$ cat src/rtl/uart_imem_loader_pkg.sv
// Shared types and constants for the UART instruction-memory loader.
package uart_imem_loader_pkg;

    typedef enum logic [2:0] {RUN, LEN, HI, LO, WR, CS, DONE, ERR} loader_state_t;

    localparam logic [7:0] SYNC_BYTE_DEF = 8'hA5;
    localparam int         CSUM_W        = 8;

endpackage

$ cat src/rtl/loader_timeout.sv
// Idle-cycle watchdog: counts while enabled, restarts on clear, flags the last allowed cycle.
module loader_timeout #(
    parameter int unsigned TIMEOUT_CYC = 27_000_000
) (
    input  logic clk,
    input  logic rst_n,
    input  logic enable,
    input  logic clear,
    output logic expired
);

    localparam int CNT_W = (TIMEOUT_CYC > 1) ? $clog2(TIMEOUT_CYC) : 1;
    localparam logic [CNT_W-1:0] LAST = CNT_W'(TIMEOUT_CYC - 1);

    logic [CNT_W-1:0] cnt;

    assign expired = enable && (cnt == LAST);

    // NOTE: sequential state uses non-blocking (<=) so every flop samples pre-edge values.
    always_ff @(posedge clk or negedge rst_n) begin
        if (!rst_n) begin
            cnt <= '0;
        end else if (!enable || clear) begin
            cnt <= '0;
        end else if (!expired) begin
            cnt <= cnt + 1'b1;
        end
    end

endmodule

$ cat src/rtl/uart_imem_loader.sv
// Arbitrates the instruction BSRAM between CPU fetch and a UART program-load frame.
module uart_imem_loader
    import uart_imem_loader_pkg::*;
#(
    parameter int          ADDR_W      = 11,
    parameter int          DATA_W      = 16,
    parameter logic [7:0]  SYNC_BYTE   = SYNC_BYTE_DEF,
    parameter int unsigned TIMEOUT_CYC = 27_000_000
) (
    input  logic              clk,
    input  logic              rst_n,
    input  logic [7:0]        rx_data,
    input  logic              rx_valid,
    input  logic [ADDR_W-1:0] cpu_pc,
    output logic              mem_ce,
    output logic              mem_wre,
    output logic [ADDR_W-1:0] mem_ad,
    output logic [DATA_W-1:0] mem_din,
    output logic              cpu_hold,
    output logic              cpu_restart,
    output logic              load_ok,
    output logic              load_err,
    output logic [7:0]        words_loaded
);

    loader_state_t     state, state_next;
    logic [ADDR_W-1:0] load_addr;
    logic [CSUM_W-1:0] sum;
    logic [7:0]        n_words;
    logic [7:0]        hi_byte;
    logic [7:0]        wl_inc;
    logic              cpu_owns;
    logic              timeout_hit;
    logic              is_sync;

    assign is_sync  = rx_valid && (rx_data == SYNC_BYTE);
    assign wl_inc   = words_loaded + 8'd1;
    assign cpu_owns = (state == RUN) || (state == ERR) || (state == DONE);

    assign mem_ce      = 1'b1;
    assign mem_wre     = (state == WR);
    assign mem_ad      = cpu_owns ? cpu_pc : load_addr;
    assign cpu_restart = (state == DONE);

    loader_timeout #(.TIMEOUT_CYC(TIMEOUT_CYC)) u_timeout (
        .clk     (clk),
        .rst_n   (rst_n),
        .enable  (!cpu_owns),
        .clear   (rx_valid),
        .expired (timeout_hit)
    );

    always_ff @(posedge clk or negedge rst_n) begin
        if (!rst_n) state <= RUN;
        else        state <= state_next;
    end

    // NOTE: assigning state_next before the case keeps every path driven, so no latch is inferred.
    always_comb begin
        state_next = state;
        unique case (state)
            RUN, ERR: if (is_sync) state_next = LEN;
            LEN: begin
                if (rx_valid)         state_next = (rx_data == 8'd0) ? ERR : HI;
                else if (timeout_hit) state_next = ERR;
            end
            HI: begin
                if (rx_valid)         state_next = LO;
                else if (timeout_hit) state_next = ERR;
            end
            LO: begin
                if (rx_valid)         state_next = WR;
                else if (timeout_hit) state_next = ERR;
            end
            WR: begin
                if (rx_valid)               state_next = ERR;
                else if (wl_inc == n_words) state_next = CS;
                else                        state_next = HI;
            end
            CS: begin
                if (rx_valid)         state_next = (rx_data == sum) ? DONE : ERR;
                else if (timeout_hit) state_next = ERR;
            end
            DONE:    state_next = RUN;
            default: state_next = RUN;
        endcase
    end

    always_ff @(posedge clk or negedge rst_n) begin
        if (!rst_n) begin
            load_addr    <= '0;
            sum          <= '0;
            n_words      <= '0;
            hi_byte      <= '0;
            mem_din      <= '0;
            cpu_hold     <= 1'b0;
            load_ok      <= 1'b0;
            load_err     <= 1'b0;
            words_loaded <= '0;
        end else begin
            unique case (state)
                RUN, ERR: begin
                    if (is_sync) begin
                        cpu_hold     <= 1'b1;
                        load_ok      <= 1'b0;
                        load_err     <= 1'b0;
                        words_loaded <= '0;
                        load_addr    <= '0;
                        sum          <= '0;
                    end
                end
                LEN: begin
                    if (rx_valid && rx_data != 8'd0) begin
                        n_words <= rx_data;
                        sum     <= rx_data;
                    end
                end
                HI: begin
                    if (rx_valid) begin
                        hi_byte <= rx_data;
                        sum     <= sum + rx_data;
                    end
                end
                LO: begin
                    if (rx_valid) begin
                        mem_din <= DATA_W'({hi_byte, rx_data});
                        sum     <= sum + rx_data;
                    end
                end
                WR: begin
                    load_addr    <= load_addr + 1'b1;
                    words_loaded <= wl_inc;
                end
                DONE: begin
                    cpu_hold <= 1'b0;
                    load_ok  <= 1'b1;
                end
                default: ;
            endcase
            // Flag the failure on the edge that enters ERR so it is visible immediately.
            if (state_next == ERR && state != ERR) load_err <= 1'b1;
        end
    end

endmodule
$ cat config.mk
export PLATFORM = sky130hd
export DESIGN_NAME = uart_imem_loader
export DESIGN_NICKNAME = d
export VERILOG_FILES = /design/src/rtl/uart_imem_loader_pkg.sv /design/src/rtl/loader_timeout.sv /design/src/rtl/uart_imem_loader.sv
export SDC_FILE = /design/constraint.sdc
export NUM_CORES = 1
export LEC_CHECK = 0
export ABC_AREA = 1
export CAP_MARGIN = 20
export CORE_MARGIN = 5
export CORE_UTILIZATION = 60
export CTS_CLUSTER_SIZE = 24
export DETAILED_ROUTE_END_ITERATION = 10
export GPL_TIMING_DRIVEN = 0
export HOLD_SLACK_MARGIN = 0.06
export PLACE_DENSITY_LB_ADDON = 0.08
export SYNTH_ARGS = -nofsm -noshare
export SYNTH_HDL_FRONTEND = slang
export SYNTH_SLANG_ARGS = --single-unit
$ cat constraint.sdc
create_clock -name clk -period 5.45 [get_ports clk]
set_input_delay 1.09 -clock clk [delete_from_list [all_inputs] [get_ports clk]]
set_output_delay 1.09 -clock clk [all_outputs]
set_load 0.005 [all_outputs]
==> results of run 1 <==
==> cell usage after synthesis, types with 4 or more instances <==
library cell               instances  area, um^2
sky130_fd_sc_hd__clkbuf_1          5       18.77
sky130_fd_sc_hd__o22ai_1           7       43.79
sky130_fd_sc_hd__o21ai_1          14       70.07
sky130_fd_sc_hd__dfrtp_1          90        2252
sky130_fd_sc_hd__ha_1             10       125.1
sky130_fd_sc_hd__nor3_1           10       50.05
sky130_fd_sc_hd__xor2_1            6       52.55
sky130_fd_sc_hd__buf_2             4       20.02
sky130_fd_sc_hd__o21ai_0          58       290.3
sky130_fd_sc_hd__a31oi_1           5       31.28
sky130_fd_sc_hd__a21oi_1          32       160.2
sky130_fd_sc_hd__buf_4             4       30.03
sky130_fd_sc_hd__nand3_1          39       195.2
sky130_fd_sc_hd__nand4_1          15       93.84
sky130_fd_sc_hd__nand2_1         157       589.3
sky130_fd_sc_hd__nor2_1           41       153.9
sky130_fd_sc_hd__inv_2            10       37.54
sky130_fd_sc_hd__nor2_2            9       56.30
sky130_fd_sc_hd__inv_1            67       251.5
sky130_fd_sc_hd__mux2_2            9       101.4
==> cell families after synthesis <==
logic type / Yosys count
multiplexers: 9
XOR/XNOR: 9
buffers and inverters: 92
other: 1
flip-flops: 90
AND/OR/NAND/NOR: 294
AO/OA/AOI/OAI: 126
adder cells (fa/ha/maj): 11
==> registers in the layout (all words and copies together), names as in the netlist <==
signal         cells
state              3
n_words            8
u_timeout.cnt     25
words_loaded       8
hi_byte            8
cpu_hold           1
load_addr         11
mem_din           16
sum                8
load_ok            1
load_err           1
==> worst reg2reg max path, stage by stage (launching register included) <==
cell                      delay [ps]
sky130_fd_sc_hd__dfrtp_1         390
sky130_fd_sc_hd__ha_1            210
sky130_fd_sc_hd__fa_1            380
sky130_fd_sc_hd__nand2_1          80
sky130_fd_sc_hd__inv_1            50
sky130_fd_sc_hd__o21ai_0         150
sky130_fd_sc_hd__nand2_1          90
sky130_fd_sc_hd__nand2_1          80
sky130_fd_sc_hd__nand2_1          50
sky130_fd_sc_hd__a21oi_1         140
sky130_fd_sc_hd__nor2_1           50
sky130_fd_sc_hd__o21ai_0         140
sky130_fd_sc_hd__o21ai_0         100
sky130_fd_sc_hd__nand2_1          70
sky130_fd_sc_hd__nand2_1          50
==> cell type report <==
type	count	share of cell area
Multi-Input combinational cell	450	0.3970
Inverter	77	0.04862
Clock buffer	9	0.02084
Timing Repair Buffer	61	0.1052
Sequential cell	90	0.3789
Clock inverter	7	0.01326
Tap cell	105	0.02210
Buffer	15	0.01410
==> worst max path at each step <==
stage                           from  cells past startpoint        end  slack [ps]
after floorplan           rx_data[0]                     14     sum[6]        2770
after global placement         rst_n                      1     sum[2]          90
after detailed placement  rx_data[0]                     15     sum[6]        2070
after CTS                   state[1]                     10  mem_ad[1]        1860
after global routing        state[1]                     10  mem_ad[1]        1610
final                       state[1]                     10  mem_ad[1]        1880
==> metal layers <==
| layer | global-route usage | up-vias | routed length (um) |
|---|---|---|---|
| met5 | 0 | - | 0 |
| li1 | - | 2245 | - |
| met4 | 0.06339 | 0 | 112 |
| met2 | 0.3984 | 121 | 5600 |
| met3 | 0.04821 | 12 | 605 |
| met1 | 0.3136 | 2146 | 5056 |
==> power groups by stage <==
stage,clock network [W],registers [W],logic [W]
CTS,0.000469,0.00102,0.00137
global route,0.000498,0.00105,0.00154
floorplan,0,0.00100,0.000837
finish,0.000459,0.00103,0.00136
global placement,0,0.00103,0.00132
detailed placement,0,0.00103,0.00136
==> per-stage QoR <==
step | std cells | area, um^2 | utilization
after floorplan | 632 | 4985 | -
after global routing | 814 | 5944 | 0.7271
final | 814 | 5944 | 0.7271
after detailed placement | 798 | 5742 | 0.7023
after CTS | 814 | 5944 | 0.7271
after global placement | 797 | 5717 | 0.6993
==> summary.txt, run 1 <==
Finish
  • Most common library cell in the layout ignoring fill and taps: sky130_fd_sc_hd__nand2_1
  • Share of post-route cells with drive strength above 1: 0.1001
  • Fin nets: roughly 740
  • Area of combinational cells with multiple inputs: 2360 um^2
  • Sequential cell area: roughly 2300 um^2
  • Layout-stage area growth over the synthesis result: 19.25%
  • Most frequent cells in the layout: 157 x sky130_fd_sc_hd__nand2_1, 90 x sky130_fd_sc_hd__dfrtp_1, 67 x sky130_fd_sc_hd__inv_1
  • Filler cell count in the final layout: ~660
  • Antenna Cells: 0

Clock network
  • Latest clock arrival within the worst-skew pair: between 300 and 400 ps
  • CTS tree: done
  • Clock buffers created by TritonCTS: 9
  • CTS clk-pin slew, worst paths: approximately 100 ps
  • Clock tree sinks: 90
  • Count of buffers added by post-CTS timing repair for setup: 0
  • Maximum count of clock buffers along a single path: 2
  • Post-cts hold buffer count: 0
  • Post-CTS resize count: 0
  • H-tree level count: 3
  • Clock tree root buffer cell: sky130_fd_sc_hd__clkbuf_8

Power and ir drop
  • Power density cells: 478.9 nW/um^2
  • Reported leakage power: ~2.7 nW
  • Maximum VDD drop: between 200 and 300 uV
  • Register share of total power: 0.360
  • Cell-internal power: 0.001670 W
  • Logic pwr share: 0.478
  • Net switching power figure: 0.001176 W
  • Post-layout power: roughly 0.0028 W
  • Sw Ratio: 0.4132
  • Fraction of power consumed by the clock network: 0.161

Routing
  • Vias per cell: 5.558
  • Total via count after detailed routing: 4524
  • First-pass iteration count of the detailed router: 5
  • Routed length per placed instance: ~14 um
  • Final Routed Wirelength: approximately 11 mm
  • Post-route antenna net violation count: 0
  • Number of DRC violations after detailed-routing iteration 0: 260
  • Remaining DRCs: 0

Outcome
  • Outcome: completed

Setup path
  • Bufs and invs on worst path: 4
  • Type of the setup path with the least slack: reg -> out
  • CP max-delay cell: sky130_fd_sc_hd__clkdlybuf4s50_1
  • Kind of cell adding the most delay to the critical path: buffers and inverters
  • Type of element launching the critical path: register
  • WP data required: approximately 4400 ps
  • Maximum fanout encountered on the critical timing path: 10
  • Worst setup slack for register-to-register paths: 3330 ps
  • Slowest cell delay on critical path: between 500 and 600 ps
  • CP Cell Sequence: buf_4 > nor2_2 > nor2_2 > inv_2 > nand2_4 > nand2_4 > clkbuf_1 > nand2_1 > o21ai_0 > clkdlybuf4s50_1
  • Startpoint of the most critical register-to-register path: sum[0]
  • Crit. End Element: output port
  • Critical Path AT: 2480 ps
  • Reg-to-Reg End: sum[6]
  • Length in cells of the worst reg-to-reg path: 14

Logic synthesis
  • Parity-gate share of the synthesized area counting xor and xnor cells: 0.01581
  • EDFF count, synth: 0
  • Area of the mapped netlist: roughly 5000 um^2
  • Count of state elements after synthesis: 90
  • Portion of netlist area occupied by mux cells: 0.02033
  • Most used flip-flop cell after synthesis: sky130_fd_sc_hd__dfrtp_1
  • Number of distinct library cell variants in the gate-level netlist after synthesis: 45
  • Combinational family with the most area after synthesis: simple AND/OR/NAND/NOR gates
  • Simple-Gate Fraction of Synth Area: 0.2701
  • Compound-cell area share of the yosys netlist: 0.1373
  • Nets in the synthesized netlist: 665
  • FFs w/ async S/R, synth: 1.000
  • Synth Area in Adders: 0.02912
  • Mean instance size in the synthesized netlist: 7.887 um^2
  • Yosys warnings: 0
  • Number of cells produced by synthesis: 632
  • Sequential-to-total area share from yosys stat: 0.4518

Global route
  • Overall fraction of global-route tracks in use: 0.2367
  • Pin count of the biggest net entering global routing: between 40 and 50
  • Remaining global-route overflow: 0
  • Wire length of the first global-routing pass: between 15 and 20 mm
  • Vias in the first global route: roughly 4.4k
  • Antenna violations before repair: 0

STA
  • Final count of pins violating max slew: 0
  • Unrepaired setup endpoints after global routing: no
  • Final setup violation count: 0
  • Fin. Hold Viols: 0
  • Fin worst setup slack: roughly 1900 ps
  • Worst slew slack as a fraction of its limit: 0.6174
  • Max Clock Freq: about 280 MHz
  • Final critical path time including I/O delays and setup: approximately 3600 ps
  • Post-route clock skew: between 15 and 20 ps
  • Hold_ws: between 400 and 500 ps
  • Transition time at the pin with the least slew margin: 573.9 ps
  • Final Cycle Share: 0.6547
  • Setup total negative slack: 0 ps

Placed design
  • Detailed placer's ending HPWL: roughly 8.5 mm
  • Global placer's final weighted congestion: ~0.95
  • Port Buffer Count: 60
  • Post-place setup slack: approximately 2100 ps

Min path
  • Hold Path Origin: load_addr[10]
  • Worst Hold End: load_addr[10]
  • Worst hold path depth: 1
  • Worst min-delay path class: reg -> reg

Floorplan
  • Initial core utilization: 0.6097
  • Height of the chip: around 100 um
  • Horizontal die dimension: a little over 100 um
  • Std cell rows: 33
  • Floorplan die area: between 10000 and 15000 um^2
  • Core box area: between 8000 and 9000 um^2
  • Top-level port count: between 60 and 70

Job
  • Number of maximum-capacitance constraint violations: 0
No activity file was read; power rests on OpenSTA's default activity.
==> run 2: changes to the inputs <==
CORE_UTILIZATION = 50   (was 60)
clock period = 3.19 ns   (was 5.45 ns; I/O delays follow)
==> run 2 against run 1 <==
Against the previous run:
- flip-flop and latch count is the same
- clock power grew 86%
- critical path depth is the same
- cell count grew 3.4%
- hold slack lost 220 ps
- critical path type unchanged
- largest cell class unchanged
==> summary.txt, run 2 (synthesis results as in run 1) <==
Outcome
  • Outcome: completed

Global route
  • Wire length of the first global-routing pass: 20.19 mm
  • Antenna violations before repair: 0
  • Vias in the first global route: roughly 4.4k
  • Grt met1 use: 0.2845
  • Pin count of the biggest net entering global routing: 48
  • Overall fraction of global-route tracks in use: 0.2114
  • Met2 usage in global routing: 0.3410
  • Met3 usage in global routing: 0.04639
  • Global routing's busiest layer: met2
  • Remaining global-route overflow: 0

Finish
  • Layout-stage area growth over the synthesis result: 20.21%
  • Flip-flop count of the largest register, all copies and words added: 25
  • Post-route cell area: 5992 um^2
  • Share of the core filled with cells in the final layout: 0.6159
  • Share of post-route cells with drive strength above 1: 0.1016
  • Most flops, register: u_timeout.cnt
  • Antenna Cells: 0
  • Most frequent cells in the layout: 157 x sky130_fd_sc_hd__nand2_1, 90 x sky130_fd_sc_hd__dfrtp_1, 67 x sky130_fd_sc_hd__inv_1
  • Fin nets: roughly 740
  • Biggest registers after layout: u_timeout.cnt (25), mem_din (16), load_addr (11)
  • Most common library cell in the layout ignoring fill and taps: sky130_fd_sc_hd__nand2_1

Floorplan
  • Height of the chip: ~110 um
  • Horizontal die dimension: around 110 um
  • Floorplan die area: approximately 12000 um^2
  • Initial core utilization: 0.5123
  • Top-level port count: 63
  • Std cell rows: 36
  • Core box area: a little under 10000 um^2

Routing
  • First-pass iteration count of the detailed router: 5
  • Number of DRC violations after detailed-routing iteration 0: between 300 and 400
  • Remaining DRCs: 0
  • Routed length per placed instance: 13.99 um
  • Post-route antenna net violation count: 0
  • Total via count after detailed routing: ~4.5k
  • Vias per cell: between 5 and 6
  • Final Routed Wirelength: 11.78 mm

Setup path
  • Type of element launching the critical path: register
  • CP max-delay cell: sky130_fd_sc_hd__clkdlybuf4s50_1
  • Critical path launch point: state[1]
  • Maximum fanout encountered on the critical timing path: 10
  • CP Cell Sequence: buf_4 > nor2_2 > nor2_2 > inv_2 > nand2_4 > nand2_4 > clkbuf_2 > nand2_1 > o21ai_0 > clkdlybuf4s50_1
  • WP data required: ~2600 ps
  • Length in cells of the worst reg-to-reg path: 14
  • Startpoint of the most critical register-to-register path: sum[0]
  • Type of the setup path with the least slack: reg -> out
  • Critical Path AT: 2310 ps
  • Crit. End Element: output port
  • Slowest cell delay on critical path: between 500 and 600 ps

Placed design
  • Dpl cell area: between 5000 and 6000 um^2
  • Port Buffer Count: 60
  • Detailed placer's ending HPWL: 8.788 mm
  • Post-place setup slack: around 260 ps
  • Global placer's final weighted congestion: 0.9118

Job
  • Number of maximum-capacitance constraint violations: 0

Power and ir drop
  • Maximum VDD drop: just over 400 uV
  • Sw Ratio: 0.4029
  • Reported leakage power: ~2.7 nW
  • Fraction of power consumed by the clock network: 0.173
  • Post-layout power: between 0.004 and 0.005 W
  • Register share of total power: 0.355
  • Net switching power figure: 0.001986 W
  • Power density cells: just over 800 nW/um^2
  • Logic pwr share: 0.472
  • Cell-internal power: around 0.003 W

STA
  • Fin. Hold Viols: 0
  • Fin worst setup slack: 237.2 ps
  • Post-route clock skew: approximately 12 ps
  • Final setup violation count: 0
  • Final critical path time including I/O delays and setup: approximately 3000 ps
  • Final Cycle Share: 0.9256
  • Worst slew slack as a fraction of its limit: 0.6177
  • Max Clock Freq: between 300 and 400 MHz
  • Unrepaired setup endpoints after global routing: no
  • Final count of pins violating max slew: 0
  • Transition time at the pin with the least slew margin: 573.5 ps

Clock network
  • Maximum count of clock buffers along a single path: 2
  • Clock buffers created by TritonCTS: 9
  • Clock tree sinks: 90
  • CTS clk-pin slew, worst paths: 100 ps
  • Clock tree root buffer cell: sky130_fd_sc_hd__clkbuf_8
  • Count of buffers added by post-CTS timing repair for setup: 0
  • H-tree level count: 3
  • Latest clock arrival within the worst-skew pair: approximately 370 ps
  • CTS tree: done

Min path
  • Worst min-delay path class: in -> async
## run 2: cell type report
type,count,area [um^2]
clock inverter,6,76.32
buffer,15,85.08
clock buffer,10,137.6
multi-input combinational,450,2360
fill,880,3737
timing repair buffer,61,625.6
tap,133,166.4
inverter,77,289.0
sequential,90,2252
## run 2: final timing paths
kind / end / slack, ps
worst max register to register: sum[6] / 1060
worst min register to register: load_ok / 480
worst max-delay path: mem_ad[3] / 240
min in group clk: load_ok / 480
worst min-delay path: u_timeout.cnt[14] / 250
max in group asynchronous: load_ok / 2310
## run 2: worst max-delay path: cells and delay by family (launching register included)
kind / cells / cell delay (ps)
buf+inv: 4 / 1040
compound gates: 1 / 80
simple gates: 5 / 480
flops: 1 / 370
## run 2: metal layers
metal,vias up,part of all wire,routed length [um]
li1,2238,-,-
met1,2073,0.46,5467
met2,128,0.46,5450
met3,13,0.062,726
met4,0,0.011,135
met5,-,0,0
## run 2: timing repair
item,in CTS,in global routing
hold buffers,0,0
setup endpoints to repair,0,10
hold endpoints to repair,0,0
resized for setup,0,2
## run 2: power by group through the flow
stage | Sequential (W) | Clock, W | Combinational (W)
after floorplan | 0.00171 | 0 | 0.00143
after global placement | 0.00176 | 0 | 0.00228
after detailed placement | 0.00177 | 0 | 0.00234
after CTS | 0.00175 | 0.000875 | 0.00235
after global routing | 0.00180 | 0.000932 | 0.00265
final | 0.00175 | 0.000854 | 0.00232
## run 2: per-stage QoR
step / TNS (ps) / hold slack [ps] / std cells
3_5_place_dp: 0 / 465.4 / 826
2_1_floorplan: 0 / 342.4 / 632
6_report: 0 / 254.3 / 842
3_3_place_gp: -165290 / 451.3 / 825
5_1_grt: 0 / 279.8 / 842
4_1_cts: 0 / 263.8 / 842
